==> src/rtl/fifo_ram_ctrl_if.sv <==
// ---------------------------------------------------------------------------
// fifo_ram_ctrl_if
// Bundles the producer/consumer handshake and the RAM port signals of the
// FIFO controller.
//
// Modports:
//   slave  : the controller. It receives wr_en/wr_data/rd_en/ram_read_data
//            and drives the flags, read data and RAM write/read ports.
//   master : the environment (producer, consumer and RAM) facing the
//            controller.
//
// Handshake: a push (wr_en) is taken on the rising edge only while full is
// low. A pop (rd_en) is taken on the rising edge only while empty is low.
// A pop that is taken returns its word on rd_data, with rd_valid high for
// exactly one cycle after that edge. A request made against the wrong flag
// is dropped. No retry is implied.
//
// Optional macro FIFO_CTRL_ERR_FLAG_EN adds the sticky overflow/underflow
// outputs.
// ---------------------------------------------------------------------------
interface fifo_ram_ctrl_if #(
   parameter int WIDTH     = 8,
   parameter int DEPTH_LOG = 8
);
   logic                 wr_en;
   logic [WIDTH-1:0]     wr_data;
   logic                 rd_en;
   logic [WIDTH-1:0]     rd_data;
   logic                 rd_valid;
   logic                 full;
   logic                 empty;
   logic [DEPTH_LOG:0]   count;
   logic                 ram_write_req;
   logic [DEPTH_LOG-1:0] ram_write_addr;
   logic [WIDTH-1:0]     ram_write_data;
   logic [DEPTH_LOG-1:0] ram_read_addr;
   logic [WIDTH-1:0]     ram_read_data;
   logic [1:0]           state_dbg;
`ifdef FIFO_CTRL_ERR_FLAG_EN
   logic                 overflow;
   logic                 underflow;

   modport slave (
      input  wr_en, wr_data, rd_en, ram_read_data,
      output rd_data, rd_valid, full, empty, count,
      output ram_write_req, ram_write_addr, ram_write_data, ram_read_addr,
      output state_dbg, overflow, underflow
   );
   modport master (
      output wr_en, wr_data, rd_en, ram_read_data,
      input  rd_data, rd_valid, full, empty, count,
      input  ram_write_req, ram_write_addr, ram_write_data, ram_read_addr,
      input  state_dbg, overflow, underflow
   );
`else
   modport slave (
      input  wr_en, wr_data, rd_en, ram_read_data,
      output rd_data, rd_valid, full, empty, count,
      output ram_write_req, ram_write_addr, ram_write_data, ram_read_addr,
      output state_dbg
   );
   modport master (
      output wr_en, wr_data, rd_en, ram_read_data,
      input  rd_data, rd_valid, full, empty, count,
      input  ram_write_req, ram_write_addr, ram_write_data, ram_read_addr,
      input  state_dbg
   );
`endif
endinterface

==> src/rtl/fifo_ram_ctrl.sv <==
// ---------------------------------------------------------------------------
// fifo_ram_ctrl
// Synchronous FIFO controller that sequences an external dual-port RAM
// (one synchronous write port, one asynchronous read port).
//
// Ports:
//   clk  : system clock, rising edge
//   rst  : asynchronous active-high reset
//   bus  : fifo_ram_ctrl_if.slave
//          wr_en/wr_data      push request and data
//          rd_en              pop request
//          rd_data/rd_valid   registered pop data and one-cycle strobe
//          full/empty/count   occupancy flags and count (0..2**DEPTH_LOG)
//          ram_write_*        RAM write port (combinational)
//          ram_read_addr      RAM read address (combinational)
//          ram_read_data      RAM asynchronous read data
//          state_dbg          occupancy state: 0 EMPTY, 1 PARTIAL, 2 FULL
//          overflow/underflow sticky error flags (FIFO_CTRL_ERR_FLAG_EN only)
//
// Optional macro: FIFO_CTRL_ERR_FLAG_EN enables the sticky overflow and
// underflow flags. Without it, rejected requests are silently dropped.
// ---------------------------------------------------------------------------
module fifo_ram_ctrl #(
   parameter int WIDTH     = 8,
   parameter int DEPTH_LOG = 8
) (
   input  logic            clk,
   input  logic            rst,
   fifo_ram_ctrl_if.slave  bus
);
   localparam int PW = DEPTH_LOG + 1;
   localparam logic [PW-1:0] PTR_ONE    = {{DEPTH_LOG{1'b0}}, 1'b1};
   localparam logic [PW-1:0] DEPTH_FULL = {1'b1, {DEPTH_LOG{1'b0}}};

   typedef enum logic [1:0] {
      ST_EMPTY   = 2'd0,
      ST_PARTIAL = 2'd1,
      ST_FULL    = 2'd2
   } state_t;

   logic [PW-1:0]    wr_ptr;
   logic [PW-1:0]    rd_ptr;
   logic [PW-1:0]    count_q;
   logic [PW-1:0]    count_d;
   logic [WIDTH-1:0] rd_data_q;
   logic             rd_valid_q;
   logic             full_w;
   logic             empty_w;
   logic             wr_acc;
   logic             rd_acc;
   state_t           state_q;
   state_t           state_d;

   // The MSB of each pointer is a wrap bit. Equal pointers mean empty.
   // Equal low bits with different wrap bits mean full.
   assign empty_w = (wr_ptr == rd_ptr);
   assign full_w  = (wr_ptr[DEPTH_LOG-1:0] == rd_ptr[DEPTH_LOG-1:0]) &&
                    (wr_ptr[DEPTH_LOG] != rd_ptr[DEPTH_LOG]);

   assign wr_acc = bus.wr_en & ~full_w;
   assign rd_acc = bus.rd_en & ~empty_w;

   // RAM ports follow the pointers and inputs combinationally. The RAM
   // captures the word on the same edge that advances wr_ptr.
   assign bus.ram_write_req  = wr_acc;
   assign bus.ram_write_addr = wr_ptr[DEPTH_LOG-1:0];
   assign bus.ram_write_data = bus.wr_data;
   assign bus.ram_read_addr  = rd_ptr[DEPTH_LOG-1:0];

   assign bus.full      = full_w;
   assign bus.empty     = empty_w;
   assign bus.count     = count_q;
   assign bus.rd_data   = rd_data_q;
   assign bus.rd_valid  = rd_valid_q;
   assign bus.state_dbg = state_q;

   always_comb begin
      count_d = count_q;
      case ({wr_acc, rd_acc})
         2'b10:   count_d = count_q + PTR_ONE;
         2'b01:   count_d = count_q - PTR_ONE;
         default: count_d = count_q;
      endcase
   end

   // Occupancy state follows the count that the next edge will load.
   always_comb begin
      state_d = state_q;
      if (count_d == '0)
         state_d = ST_EMPTY;
      else if (count_d == DEPTH_FULL)
         state_d = ST_FULL;
      else
         state_d = ST_PARTIAL;
   end

   always_ff @(posedge clk or posedge rst) begin
      if (rst)
         state_q <= ST_EMPTY;
      else
         state_q <= state_d;
   end

   always_ff @(posedge clk or posedge rst) begin
      if (rst) begin
         wr_ptr     <= '0;
         rd_ptr     <= '0;
         count_q    <= '0;
         rd_data_q  <= '0;
         rd_valid_q <= 1'b0;
      end else begin
         count_q <= count_d;
         if (wr_acc)
            wr_ptr <= wr_ptr + PTR_ONE;
         if (rd_acc) begin
            rd_ptr     <= rd_ptr + PTR_ONE;
            rd_data_q  <= bus.ram_read_data;
            rd_valid_q <= 1'b1;
         end else begin
            rd_valid_q <= 1'b0;
         end
      end
   end

`ifdef FIFO_CTRL_ERR_FLAG_EN
   logic overflow_q;
   logic underflow_q;

   always_ff @(posedge clk or posedge rst) begin
      if (rst) begin
         overflow_q  <= 1'b0;
         underflow_q <= 1'b0;
      end else begin
         if (bus.wr_en & full_w)
            overflow_q <= 1'b1;
         if (bus.rd_en & empty_w)
            underflow_q <= 1'b1;
      end
   end

   assign bus.overflow  = overflow_q;
   assign bus.underflow = underflow_q;
`endif

endmodule
==> src/flat_wrapper.sv <==
// flat-port wrapper written by rule: the top's interface ports become plain ports
module fifo_ram_ctrl_flat 
#(
   parameter int WIDTH     = 8,
   parameter int DEPTH_LOG = 8
)
  (clk, rst, bus_wr_en, bus_wr_data, bus_rd_en, bus_ram_read_data, bus_rd_data, bus_rd_valid, bus_full, bus_empty, bus_count, bus_ram_write_req, bus_ram_write_addr, bus_ram_write_data, bus_ram_read_addr, bus_state_dbg);
  fifo_ram_ctrl_if #(.WIDTH(WIDTH), .DEPTH_LOG(DEPTH_LOG)) bus_i ();
  input  logic clk;
  input  logic rst;
  input wire logic [$bits(bus_i.wr_en)-1:0] bus_wr_en;
  input wire logic [$bits(bus_i.wr_data)-1:0] bus_wr_data;
  input wire logic [$bits(bus_i.rd_en)-1:0] bus_rd_en;
  input wire logic [$bits(bus_i.ram_read_data)-1:0] bus_ram_read_data;
  output wire logic [$bits(bus_i.rd_data)-1:0] bus_rd_data;
  output wire logic [$bits(bus_i.rd_valid)-1:0] bus_rd_valid;
  output wire logic [$bits(bus_i.full)-1:0] bus_full;
  output wire logic [$bits(bus_i.empty)-1:0] bus_empty;
  output wire logic [$bits(bus_i.count)-1:0] bus_count;
  output wire logic [$bits(bus_i.ram_write_req)-1:0] bus_ram_write_req;
  output wire logic [$bits(bus_i.ram_write_addr)-1:0] bus_ram_write_addr;
  output wire logic [$bits(bus_i.ram_write_data)-1:0] bus_ram_write_data;
  output wire logic [$bits(bus_i.ram_read_addr)-1:0] bus_ram_read_addr;
  output wire logic [$bits(bus_i.state_dbg)-1:0] bus_state_dbg;
  assign bus_i.wr_en = bus_wr_en;
  assign bus_i.wr_data = bus_wr_data;
  assign bus_i.rd_en = bus_rd_en;
  assign bus_i.ram_read_data = bus_ram_read_data;
  assign bus_rd_data = bus_i.rd_data;
  assign bus_rd_valid = bus_i.rd_valid;
  assign bus_full = bus_i.full;
  assign bus_empty = bus_i.empty;
  assign bus_count = bus_i.count;
  assign bus_ram_write_req = bus_i.ram_write_req;
  assign bus_ram_write_addr = bus_i.ram_write_addr;
  assign bus_ram_write_data = bus_i.ram_write_data;
  assign bus_ram_read_addr = bus_i.ram_read_addr;
  assign bus_state_dbg = bus_i.state_dbg;
  fifo_ram_ctrl #(.WIDTH(WIDTH), .DEPTH_LOG(DEPTH_LOG)) u_core (.clk(clk), .rst(rst), .bus(bus_i));
endmodule
==> config.mk <==
export PLATFORM = sky130hd
export DESIGN_NAME = fifo_ram_ctrl_flat
export DESIGN_NICKNAME = d
export VERILOG_FILES = /design/src/rtl/fifo_ram_ctrl_if.sv /design/src/rtl/fifo_ram_ctrl.sv /design/src/flat_wrapper.sv
export SDC_FILE = /design/constraint.sdc
export NUM_CORES = 1
export LEC_CHECK = 0
export CAP_MARGIN = 20
export CORE_AREA = 5 5 75 77
export DETAILED_ROUTE_END_ITERATION = 10
export DIE_AREA = 0 0 80 82
export PLACE_DENSITY = 0.79
export SLEW_MARGIN = 20
export SYNTH_ARGS = -nofsm -noshare
export SYNTH_HDL_FRONTEND = slang
export SYNTH_SLANG_ARGS = --single-unit
==> constraint.sdc <==
create_clock -name clk -period 5.7 [get_ports clk]
set_clock_uncertainty 0.15 [all_clocks]
set_input_delay 1.14 -clock clk [delete_from_list [all_inputs] [get_ports clk]]
set_output_delay 1.14 -clock clk [all_outputs]
set_load 0.05 [all_outputs]
After elaboration in Yosys (flattened, before gate mapping). Cells that the tools add are included.

Add/sub/neg operators: 4. Equal/unequal tests: 6. Multiplexer cells: 4. Bitwise gates (word level): 4. Reductions and logical operators: 2.

Operators by type and width (number): adder 9 x 1 -> 9 bit, second input constant (3); one-hot mux 9 bit (2 select lines) (1); == test 9 bit (1); == test 9 bit, second input constant (1); zero test 9 bit (1); subtractor 9 x 1 -> 9 bit, second input constant (1); == test 8 bit (1); two-way mux 2 bit (2); AND 1 bit (2); == test 2 x 1 -> 1 bit, second input constant (1); == test 2 bit, second input constant (1); NOT 1 bit (2); logical AND 1 bit (1); two-way mux 1 bit (1); inequality test 1 bit (1).

Flip-flop bits (word level): 38. Input bits: 20. Output and inout port bits: 47. Logic and storage cells: 26.

Depth between registers and ports, before layout. Gate-level depths: netlist of run 1.

Depth in word-level cells: 9. Mapped depth: 13. Depth with buffers taken out: 11.

Worst setup path before layout of run 1. OpenSTA, ideal clock, no wires.

Path type: input to register. From: input port bus_wr_en. To: register u_core.state_q[0] (netlist: u_core.bus.state_dbg[0]). Library setup time: 0.131 ns. Arrival: 3.865 ns. Data required time: 5.419 ns. Slack: 1.554 ns. Cell stages on the path: 10. Path through: o31a_1 > buf_2 > inv_1 > ha_1 > fa_1 > and3_1 > or3_2 > a221oi_1 > a41oi_1 > or3_1.

Cells in the longest elaborated chain, start to end: 6. Elaborated cells between the ends (all ways): 8.

RTL lines: from (decl) (RTL line flat_wrapper.sv:11) `input wire logic [$bits(bus_i.wr_en)-1:0] bus_wr_en;`; AND 1 bit (*) (RTL line fifo_ram_ctrl.sv:60) `assign wr_acc = bus.wr_en & ~full_w;`; via bus_ram_write_req (RTL line flat_wrapper.sv:20) `output wire logic [$bits(bus_i.ram_write_req)-1:0] bus_ram_write_req;`; == test 2 x 1 -> 1 bit or == test 2 bit (tied branches) (RTL line fifo_ram_ctrl.sv:79) `case ({wr_acc, rd_acc})`; one-hot mux 9 bit (2 select lines) (*) (RTL line fifo_ram_ctrl.sv:79); == test 9 bit (RTL line fifo_ram_ctrl.sv:91) `else if (count_d == DEPTH_FULL)`; two-way mux 2 bit (RTL line fifo_ram_ctrl.sv:91); two-way mux 2 bit (*) (RTL line fifo_ram_ctrl.sv:89) `if (count_d == '0)`; via u_core.state_d[0] (RTL line fifo_ram_ctrl.sv:52) `state_t state_d;`; to (signal assigned) (RTL line fifo_ram_ctrl.sv:101) `state_q <= state_d;`; to (decl) (RTL line fifo_ram_ctrl.sv:51) `state_t state_q;`.

The timed path passes the listed nets; every way through them passes the cells marked *. A chain may end at the register's enable or synchronous reset.

Worst setup path after layout of run 1.
From: input port bus_rd_en. To: register u_core.state_q[0] (netlist: u_core.bus.state_dbg[0]).

Cells in the longest elaborated chain, start to end: 6. Elaborated cells between the ends (all ways): 8.

RTL lines: from (decl) (RTL line flat_wrapper.sv:13) `input wire logic [$bits(bus_i.rd_en)-1:0] bus_rd_en;`; AND 1 bit (*) (RTL line fifo_ram_ctrl.sv:61) `assign rd_acc = bus.rd_en & ~empty_w;`; == test 2 x 1 -> 1 bit or == test 2 bit (tied branches) (RTL line fifo_ram_ctrl.sv:79); one-hot mux 9 bit (2 select lines) (*) (RTL line fifo_ram_ctrl.sv:79); == test 9 bit (RTL line fifo_ram_ctrl.sv:91); two-way mux 2 bit (RTL line fifo_ram_ctrl.sv:91); two-way mux 2 bit (*) (RTL line fifo_ram_ctrl.sv:89); via u_core.state_d[0] (RTL line fifo_ram_ctrl.sv:52).

Marks and branches as above.

==> results of run 1 <==
-- layout by cell type (no fill, tap or decap), types with 2 or more instances in the layout --
| cell type | synthesis | final |
|---|---|---|
| mux2_2 | 2 | 2 |
| nor2_1 | 5 | 5 |
| dfrtp_1 | 38 | 38 |
| xnor2_1 | 24 | 24 |
| a21o_1 | 6 | 6 |
| or2_2 | 2 | 2 |
| and2_1 | 2 | 2 |
| nand4_1 | 6 | 6 |
| xor2_1 | 5 | 5 |
| ha_1 | 10 | 10 |
| nand2_1 | 38 | 38 |
| buf_4 | 24 | 3 |
| and3_1 | 7 | 7 |
| clkbuf_8 | 0 | 5 |
| nand3_1 | 10 | 10 |
| clkdlybuf4s50_1 | 0 | 50 |
| or3_1 | 2 | 2 |
| inv_1 | 7 | 7 |
| bufinv_16 | 0 | 2 |
| a21oi_1 | 3 | 3 |
| nor3b_1 | 3 | 3 |
| nor3_1 | 3 | 3 |
| o21ai_0 | 8 | 8 |
-- cells by family (layout without fill, tap and decap cells) --
| kind of cell | count (synthesis) | after routing | share of synthesized area |
|---|---|---|---|
| AOI/OAI and AO/OA | 27 | 27 | 0.08735 |
| xor gates and xnor gates | 29 | 29 | 0.1137 |
| adders and majority gates | 11 | 11 | 0.06495 |
| buffers and inverters | 36 | 68 | 0.1025 |
| DFF | 38 | 38 | 0.4255 |
| muxes | 3 | 3 | 0.01456 |
| and+or+nand+nor | 85 | 85 | 0.1915 |
-- stage by stage --
step / hold WS [ns] / util / area (sq um) / power [mW] / cells
after global placement: 0.3181 / 0.5344 / 2643 / 1.507 / 323
after detailed placement: 0.3178 / 0.5344 / 2643 / 1.531 / 323
after floorplan: 0.3477 / - / 2235 / 1.286 / 229
after global routing: 0.3673 / 0.5622 / 2780 / 1.908 / 331
after CTS: 0.3385 / 0.5622 / 2780 / 1.816 / 331
final: 0.3332 / 0.5622 / 2780 / 1.800 / 331
-- power breakdown --
part           internal, mW  switching (mW)  leakage (nW)  total (mW)
clock network         0.175           0.101        0.0683       0.276
logic                 0.389           0.636         0.733        1.02
registers             0.366           0.132         0.471       0.498
-- sequential cells by signal (all words and copies together), names as in the netlist --
signal                count
u_core.bus.state_dbg      2
u_core.rd_ptr             9
u_core.bus.rd_data        8
u_core.bus.rd_valid       1
u_core.wr_ptr             9
u_core.bus.count          9
-- layer usage --
metal,GRT usage,wire length (microns)
met1,0.1862,2086
met2,0.2674,2460
met3,0.04825,270
met4,0.05236,87
met5,0,0
-- worst max path at each step --
stage / from / to / cells past startpoint
finish: bus_rd_en / u_core.bus.state_dbg[0] / 11
global route: bus_rd_en / u_core.bus.state_dbg[0] / 11
CTS: bus_rd_en / u_core.bus.state_dbg[0] / 11
detailed placement: bus_rd_en / u_core.bus.state_dbg[0] / 11
global placement: bus_rd_en / u_core.bus.state_dbg[0] / 11
floorplan: bus_wr_en / u_core.bus.state_dbg[0] / 10
-- worst reg2reg max path, stage by stage (launching register included) --
cell	delay, ns
dfrtp_1	0.48
xnor2_1	0.19
nand4_1	0.16
o31ai_1	0.28
buf_4	0.25
inv_1	0.24
ha_1	0.44
fa_1	0.49
and3_1	0.22
or3_2	0.47
a221oi_1	0.33
a41oi_1	0.20
or3_1	0.34
-- cell type report --
type                            instances  area (sq um)  share of cell area
Clock buffer                            5         68.82             0.02475
Clock inverter                          3         68.82             0.02475
Inverter                                7         26.28            0.009451
Multi-Input combinational cell        155          1055              0.3794
Sequential cell                        38         950.9              0.3420
Tap cell                               70         87.58             0.03150
Timing Repair Buffer                   53         523.0              0.1881
==> tab_implementation.tex, run 1 <==
\begin{tabular}{lr}
\hline
Metric & Value \\
\hline
\multicolumn{2}{l}{\textbf{Run status}} \\
\quad Status & complete, no violations \\
\multicolumn{2}{l}{\textbf{CTS}} \\
\quad CTS tree & built \\
\quad Total clock sinks & 38 \\
\quad Number of instances resized during post-cts repair & 0 \\
\quad Hold-fix buffers at CTS & 0 \\
\quad Cell at the root of the clock tree & clkbuf\_8 \\
\quad Post-CTS Setup Repair Bufs & 0 \\
\quad Clock network latency to the later pin of the worst-skew pair & approximately 0.29 ns \\
\quad Max Buffers Root-to-Sink & 2 \\
\quad H-tree depth reported by CTS & 2 \\
\quad Number of clock buffers inserted by TritonCTS & 5 \\
\quad Clk slew on worst S/H paths & roughly 0.080 ns \\
\multicolumn{2}{l}{\textbf{Power and ir drop}} \\
\quad Lkg Pwr & 1.272 nW \\
\quad Worst vdd ir & approximately 0.00037 V \\
\quad Pwr dens & roughly 650 nW/um\^{}2 \\
\multicolumn{2}{l}{\textbf{STA}} \\
\quad Total setup violations reported at the end of the flow & 0 \\
\quad Worst slew slack as a fraction of its limit & 0.6528 \\
\quad Final min period & about 4.6 ns \\
\quad Max Transition Viols Final & 0 \\
\quad Final critical-path setup slack & 1.059 ns \\
\quad Final worst path period share & 0.8141 \\
\quad RSZ-0062 raised after global routing & false \\
\quad Transition time at the pin with the least slew margin & about 0.52 ns \\
\quad Setup TNS after final layout & 0 ns \\
\quad Maximum clock frequency & $\sim$220 MHz \\
\quad Number of hold-slack violations in the final timing report & 0 \\
\multicolumn{2}{l}{\textbf{Logic synthesis}} \\
\quad Number of storage elements in the synthesis netlist & 38 \\
\quad FFs w/ async S/R, synth & 1.000 \\
\quad Number of nets produced by synthesis & 260 \\
\quad Most common library cells after synthesis & 38 x dfrtp\_1, 38 x nand2\_1, 24 x buf\_4, 24 x xnor2\_1 \\
\quad Synth Cell Area & approximately 2200 sq um \\
\quad EDFF count, synth & 0 \\
\quad Ys Warns & 0 \\
\quad Post-synth top flop & dfrtp\_1 \\
\quad Largest area contributor in the synthesized netlist & dfrtp\_1 \\
\quad Sequential element share of the synthesized area & 0.4255 \\
\quad Gate count of the mapped netlist & roughly 230 \\
\quad Count of cell types in the netlist & 41 \\
\quad Share of the synthesized area in the top cell type & 0.4255 \\
\quad Synthesized area per cell & just under 10 sq um \\
\quad Area contributors post-synth & dfrtp\_1 43\%, xnor2\_1 9.4\%, buf\_4 8.1\% \\
\multicolumn{2}{l}{\textbf{Critical path}} \\
\quad Critical R2R Capture & u\_core.bus.state\_dbg[0] \\
\quad Critical-path cell list & clkdlybuf4s50\_1 > o31ai\_1 > buf\_4 > inv\_1 > ha\_1 > ha\_1 > and3\_1 > or3\_2 > a221oi\_1 > a41oi\_1 > or3\_1 \\
\quad FF-to-FF path depth & 12 \\
\quad Cell repeated most along the worst path & ha\_1 \\
\quad Nature of the critical path endpoint & flip-flop \\
\quad Cell type of the slowest stage on the worst timing path & ha\_1 \\
\quad Crit path max-delay family & simple AND/OR/NAND/NOR gates \\
\quad Type of origin of the critical path & input pin \\
\quad Arrival time of data at the critical path endpoint & around 4.7 ns \\
\quad Data required time of the worst path & approximately 5.7 ns \\
\quad Largest fanout on the critical path & 15 \\
\quad Worst Path Buf+Inv & 3 \\
\quad Kind of critical path & in -> reg \\
\quad Startpoint of the lowest-slack register-to-register path & u\_core.rd\_ptr[2] \\
\quad Setup slack of the most critical reg-to-reg path & 1.35 ns \\
\quad Biggest cell delay along the critical path & about 0.54 ns \\
\multicolumn{2}{l}{\textbf{Routing}} \\
\quad DR vias & 1699 \\
\quad Drt first-iter violations & between 150 and 200 \\
\quad Count of antenna-violating nets left after detailed routing & 0 \\
\quad Remaining DRCs & 0 \\
\quad Post-detailed-routing wire length & around 4.9 mm \\
\quad Length of the first detailed-routing pass in iterations & 4 \\
\quad WL/cell & approximately 15 microns \\
\quad DR vias/cell & 5.133 \\
\multicolumn{2}{l}{\textbf{Cells and area}} \\
\quad Final layout net count & between 200 and 300 \\
\quad Filler cells & about 430 \\
\quad Layout cells sized above 1 & 0.08046 \\
\quad Antenna cells & 0 \\
\quad Growth of design area from synthesis to finish & 24.41\% \\
\multicolumn{2}{l}{\textbf{Global route}} \\
\quad Largest net degree at the start of global routing & 39 \\
\quad All-layer global routing usage & 0.1560 \\
\quad First-pass GRT wire length & $\sim$8 mm \\
\quad Global route overflow & 0 \\
\quad Number of global-route vias before repair & around 1700 \\
\quad Antenna violations before repair & 0 \\
\multicolumn{2}{l}{\textbf{Floorplanning}} \\
\quad X dimension of the die & 80 microns \\
\quad Overall die height & slightly above 80 microns \\
\quad Number of core rows & 26 \\
\quad Total Die Area & 6560 sq um \\
\quad Placeable core area & roughly 4900 sq um \\
\quad Initial core utilization & 0.4519 \\
\quad Top Ports & 67 \\
\multicolumn{2}{l}{\textbf{Placement}} \\
\quad IO Port Bufs & 50 \\
\quad Placement Setup Slack & between 0.8 and 0.9 ns \\
\quad Half-perimeter wire length of the detailed placement result & around 3.6 mm \\
\quad Global placement routability congestion & 0.8466 \\
\multicolumn{2}{l}{\textbf{Worst hold path}} \\
\quad HP Class & reg -> reg \\
\quad Worst Hold Path Cells & 2 \\
\quad Sink of the worst hold path & u\_core.bus.rd\_data[6] \\
\quad Startpoint of the worst hold path & u\_core.bus.rd\_data[6] \\
\multicolumn{2}{l}{\textbf{Job}} \\
\quad Max-Cap Viols & 0 \\
\hline
\end{tabular}
(Power assumes the default switching activity.)
==> inputs of run 2 (changes only) <==
--- a/config.mk
+++ b/config.mk
@@ -6,10 +6,10 @@
 export NUM_CORES = 1
 export LEC_CHECK = 0
 export CAP_MARGIN = 20
-export CORE_AREA = 5 5 75 77
+export CORE_AREA = 5 5 79 81
 export DETAILED_ROUTE_END_ITERATION = 10
-export DIE_AREA = 0 0 80 82
-export PLACE_DENSITY = 0.79
+export DIE_AREA = 0 0 84 86
+export PLACE_DENSITY = 0.75
 export SLEW_MARGIN = 20
 export SYNTH_ARGS = -nofsm -noshare
 export SYNTH_HDL_FRONTEND = slang
==> constraint.sdc (replaced) <==
create_clock -name clk -period 3.9 [get_ports clk]
set_clock_uncertainty 0.15 [all_clocks]
set_input_delay 0.78 -clock clk [delete_from_list [all_inputs] [get_ports clk]]
set_output_delay 0.78 -clock clk [all_outputs]
set_load 0.05 [all_outputs]
==> run 2 against run 1 <==
Against the previous run:
- sequential power rose by 42%
- highest routed layer unchanged
- via count rose by 1.2%
- register-to-register slack got worse by 1.1 ns
- cell area rose by 2.4%
- flip-flop and latch count did not move
- cell count rose by 4.2%
- largest cell class unchanged
- combinational power rose by 57%
- die area rose by 10%
- critical path type is now reg -> reg
- sequential share of layout area fell by 0.80 points
- first-iteration DRC count fell by 49%
==> tab_implementation.tex, run 2 (same netlist as run 1, synthesis figures left out) <==
\begin{tabular}{lr}
\hline
Metric & Value \\
\hline
\multicolumn{2}{l}{\textbf{Floorplanning}} \\
\quad Initial core utilization & 0.4134 (-0.03850) \\
\quad X dimension of the die & 84 microns (+5.0\%) \\
\quad Placeable core area & 5405 sq um (+9.3\%) \\
\quad Top Ports & 67 (unchanged) \\
\quad Overall die height & 86 microns (+4.9\%) \\
\quad Number of core rows & 27 (+3.8\%) \\
\quad Total Die Area & 7224 sq um (+10\%) \\
\multicolumn{2}{l}{\textbf{Placement}} \\
\quad Placement Setup Slack & -0.05089 ns (-0.8940 ns) \\
\quad IO Port Bufs & 50 (unchanged) \\
\quad Half-perimeter wire length of the detailed placement result & 3.734 mm (+2.4\%) \\
\quad Global placement routability congestion & 0.9052 (+6.9\%) \\
\quad Number of placed instances with taps included & 337 (+4.3\%) \\
\multicolumn{2}{l}{\textbf{CTS}} \\
\quad Clk slew on worst S/H paths & 0.08 ns (about the same) \\
\quad Clock network latency to the later pin of the worst-skew pair & 0.29 ns (about the same) \\
\quad Hold-fix buffers at CTS & 0 (unchanged) \\
\quad Post-CTS Setup Repair Bufs & 0 (unchanged) \\
\quad CTS tree & built \\
\quad Number of instances resized during post-cts repair & 0 (unchanged) \\
\quad Cell at the root of the clock tree & clkbuf\_8 \\
\quad H-tree depth reported by CTS & 2 (unchanged) \\
\quad Max Buffers Root-to-Sink & 2 (unchanged) \\
\quad Number of clock buffers inserted by TritonCTS & 5 (unchanged) \\
\quad Total clock sinks & 38 (unchanged) \\
\multicolumn{2}{l}{\textbf{Cells and area}} \\
\quad Antenna cells & 0 (unchanged) \\
\quad Growth of design area from synthesis to finish & 27.38\% \\
\quad Leading cell type in the layout, fill and taps excluded & clkdlybuf4s50\_1 \\
\quad Most frequent cells in the layout & 50 x clkdlybuf4s50\_1, 38 x nand2\_1, 38 x dfrtp\_1 \\
\quad Non-Filler Instances & 345 (+4.2\%) \\
\quad Layout cells sized above 1 & 0.1282 (+0.04775) \\
\quad Final layout net count & 303 (+4.1\%) \\
\multicolumn{2}{l}{\textbf{Power and ir drop}} \\
\quad Design Power & 2.588 mW (+44\%) \\
\quad Pwr dens & 909.3 nW/um\^{}2 (+40\%) \\
\quad Fraction of power consumed by the clock network & 0.108 (-0.046) \\
\quad Flop pwr share & 0.272 (-0.005) \\
\quad Lkg Pwr & 1.310 nW (+3.0\%) \\
\quad Proportion of power drawn by combinational gates & 0.619 (+0.049) \\
\quad Worst vdd ir & 0.0005186 V (+39\%) \\
\quad Switching Share & 0.4931 (+0.01049) \\
\quad Switching component of the power & 1.276 mW (+47\%) \\
\quad Internal power & 1.312 mW (+41\%) \\
\multicolumn{2}{l}{\textbf{Critical path}} \\
\quad Largest fanout on the critical path & 7 (-8) \\
\quad Type of origin of the critical path & flip-flop \\
\quad Kind of critical path & reg -> reg \\
\quad Nature of the critical path endpoint & flip-flop \\
\quad Arrival time of data at the critical path endpoint & 3.65 ns (-1.01 ns) \\
\quad Data required time of the worst path & 3.93 ns (-1.79 ns) \\
\multicolumn{2}{l}{\textbf{Global route}} \\
\quad Number of global-route vias before repair & 1756 (+4.1\%) \\
\quad First-pass GRT wire length & 8.335 mm (+4.7\%) \\
\quad Largest net degree at the start of global routing & 39 (unchanged) \\
\quad All-layer global routing usage & 0.1427 (-0.01330) \\
\quad Antenna violations before repair & 0 (unchanged) \\
\quad Global route overflow & 0 (unchanged) \\
\multicolumn{2}{l}{\textbf{Routing}} \\
\quad Drt first-iter violations & 78 (-49\%) \\
\quad Length of the first detailed-routing pass in iterations & 4 (unchanged) \\
\quad DR vias/cell & 4.986 (-2.9\%) \\
\quad DR vias & 1720 (+1.2\%) \\
\quad WL/cell & 14.14 microns (-4.6\%) \\
\quad Post-detailed-routing wire length & 4.877 mm (-0.55\%) \\
\quad Count of antenna-violating nets left after detailed routing & 0 (unchanged) \\
\quad Remaining DRCs & 0 (unchanged) \\
\multicolumn{2}{l}{\textbf{STA}} \\
\quad Total setup violations reported at the end of the flow & 0 (unchanged) \\
\quad Worst slew slack as a fraction of its limit & 0.6449 (-0.007864) \\
\quad Final min period & roughly 3.6 ns \\
\quad Number of hold-slack violations in the final timing report & 0 (unchanged) \\
\quad Maximum clock frequency & 276.1 MHz \\
\quad Max Transition Viols Final & 0 (unchanged) \\
\quad Transition time at the pin with the least slew margin & 0.5310 ns (+0.01176 ns) \\
\quad RSZ-0062 raised after global routing & false \\
\quad Final critical-path setup slack & 0.2783 ns (-0.7811 ns) \\
\quad Setup TNS after final layout & 0 ns (unchanged) \\
\quad Final worst path period share & 0.9286 \\
\multicolumn{2}{l}{\textbf{Run status}} \\
\quad Status & complete, no violations \\
\multicolumn{2}{l}{\textbf{Job}} \\
\quad Max-Cap Viols & 0 (unchanged) \\
\multicolumn{2}{l}{\textbf{Worst hold path}} \\
\quad HP Class & reg -> reg \\
\hline
\end{tabular}
-- run 2: cell types whose count changed in the layout (fill, tap and decap cells not counted), sizes merged --
cell,delta
bufinv,-2
clkbuf,+1
buf,+12
clkinvlp,+1
-- run 2: metrics by stage --
step | hold WS, ns | cell area [sq um] | utilization
4_1_cts | 0.3369 | 2844 | 0.5262
3_5_place_dp | 0.3184 | 2749 | 0.5086
3_3_place_gp | 0.3074 | 2749 | 0.5086
6_report | 0.3260 | 2846 | 0.5266
2_1_floorplan | 0.3477 | 2250 | -
5_1_grt | 0.3655 | 2846 | 0.5266
-- run 2: worst max-delay path: stages (launching register included) --
cell,delay [ns]
dfrtp_1,0.47
xnor2_1,0.18
nand4_1,0.20
o31ai_4,0.27
inv_1,0.09
ha_2,0.24
fa_1,0.41
and3_1,0.21
or3_2,0.47
a221oi_1,0.31
a41oi_1,0.18
or3_1,0.33
-- run 2: worst paths after layout --
check | from | end | slack (ns) | cells past startpoint
max in group asynchronous | rst | u_core.rd_ptr[2] | 2.52 | 3
min | u_core.bus.rd_data[0] | u_core.bus.rd_data[0] | 0.33 | 2
max | u_core.rd_ptr[3] | u_core.bus.state_dbg[0] | 0.28 | 11
min reg2reg | u_core.bus.rd_data[0] | u_core.bus.rd_data[0] | 0.33 | 2
max reg2reg | u_core.rd_ptr[3] | u_core.bus.state_dbg[0] | 0.28 | 11
min in group asynchronous | rst | u_core.bus.count[1] | 0.75 | 3
-- run 2: routing by layer --
layer	wire length (microns)	vias to the layer above	part of all wire	track usage
met4	106	0	0.022	0.05556
met2	2354	43	0.48	0.2321
met3	278	16	0.057	0.03746
met5	0	-	0	0
li1	-	845	-	-
met1	2137	816	0.44	0.1819
-- run 2: layout make-up --
| type | count | area, sq um |
|---|---|---|
| inverter | 7 | 26.28 |
| clock inverter | 2 | 12.51 |
| tap | 72 | 90.09 |
| multi-input combinational | 155 | 1071 |
| timing repair buffer | 65 | 613.1 |
| clock buffer | 6 | 82.58 |
| sequential | 38 | 950.9 |
| fill | 487 | 2559 |
-- run 2: power groups by stage --
stage          clock [mW]  combinational [mW]  sequential [mW]
3_3_place_gp            0                1.59            0.708
2_1_floorplan           0               0.950            0.942
5_1_grt             0.309                1.73            0.731
4_1_cts             0.294                1.61            0.708
6_report            0.281                1.60            0.705
3_5_place_dp            0                1.60            0.714
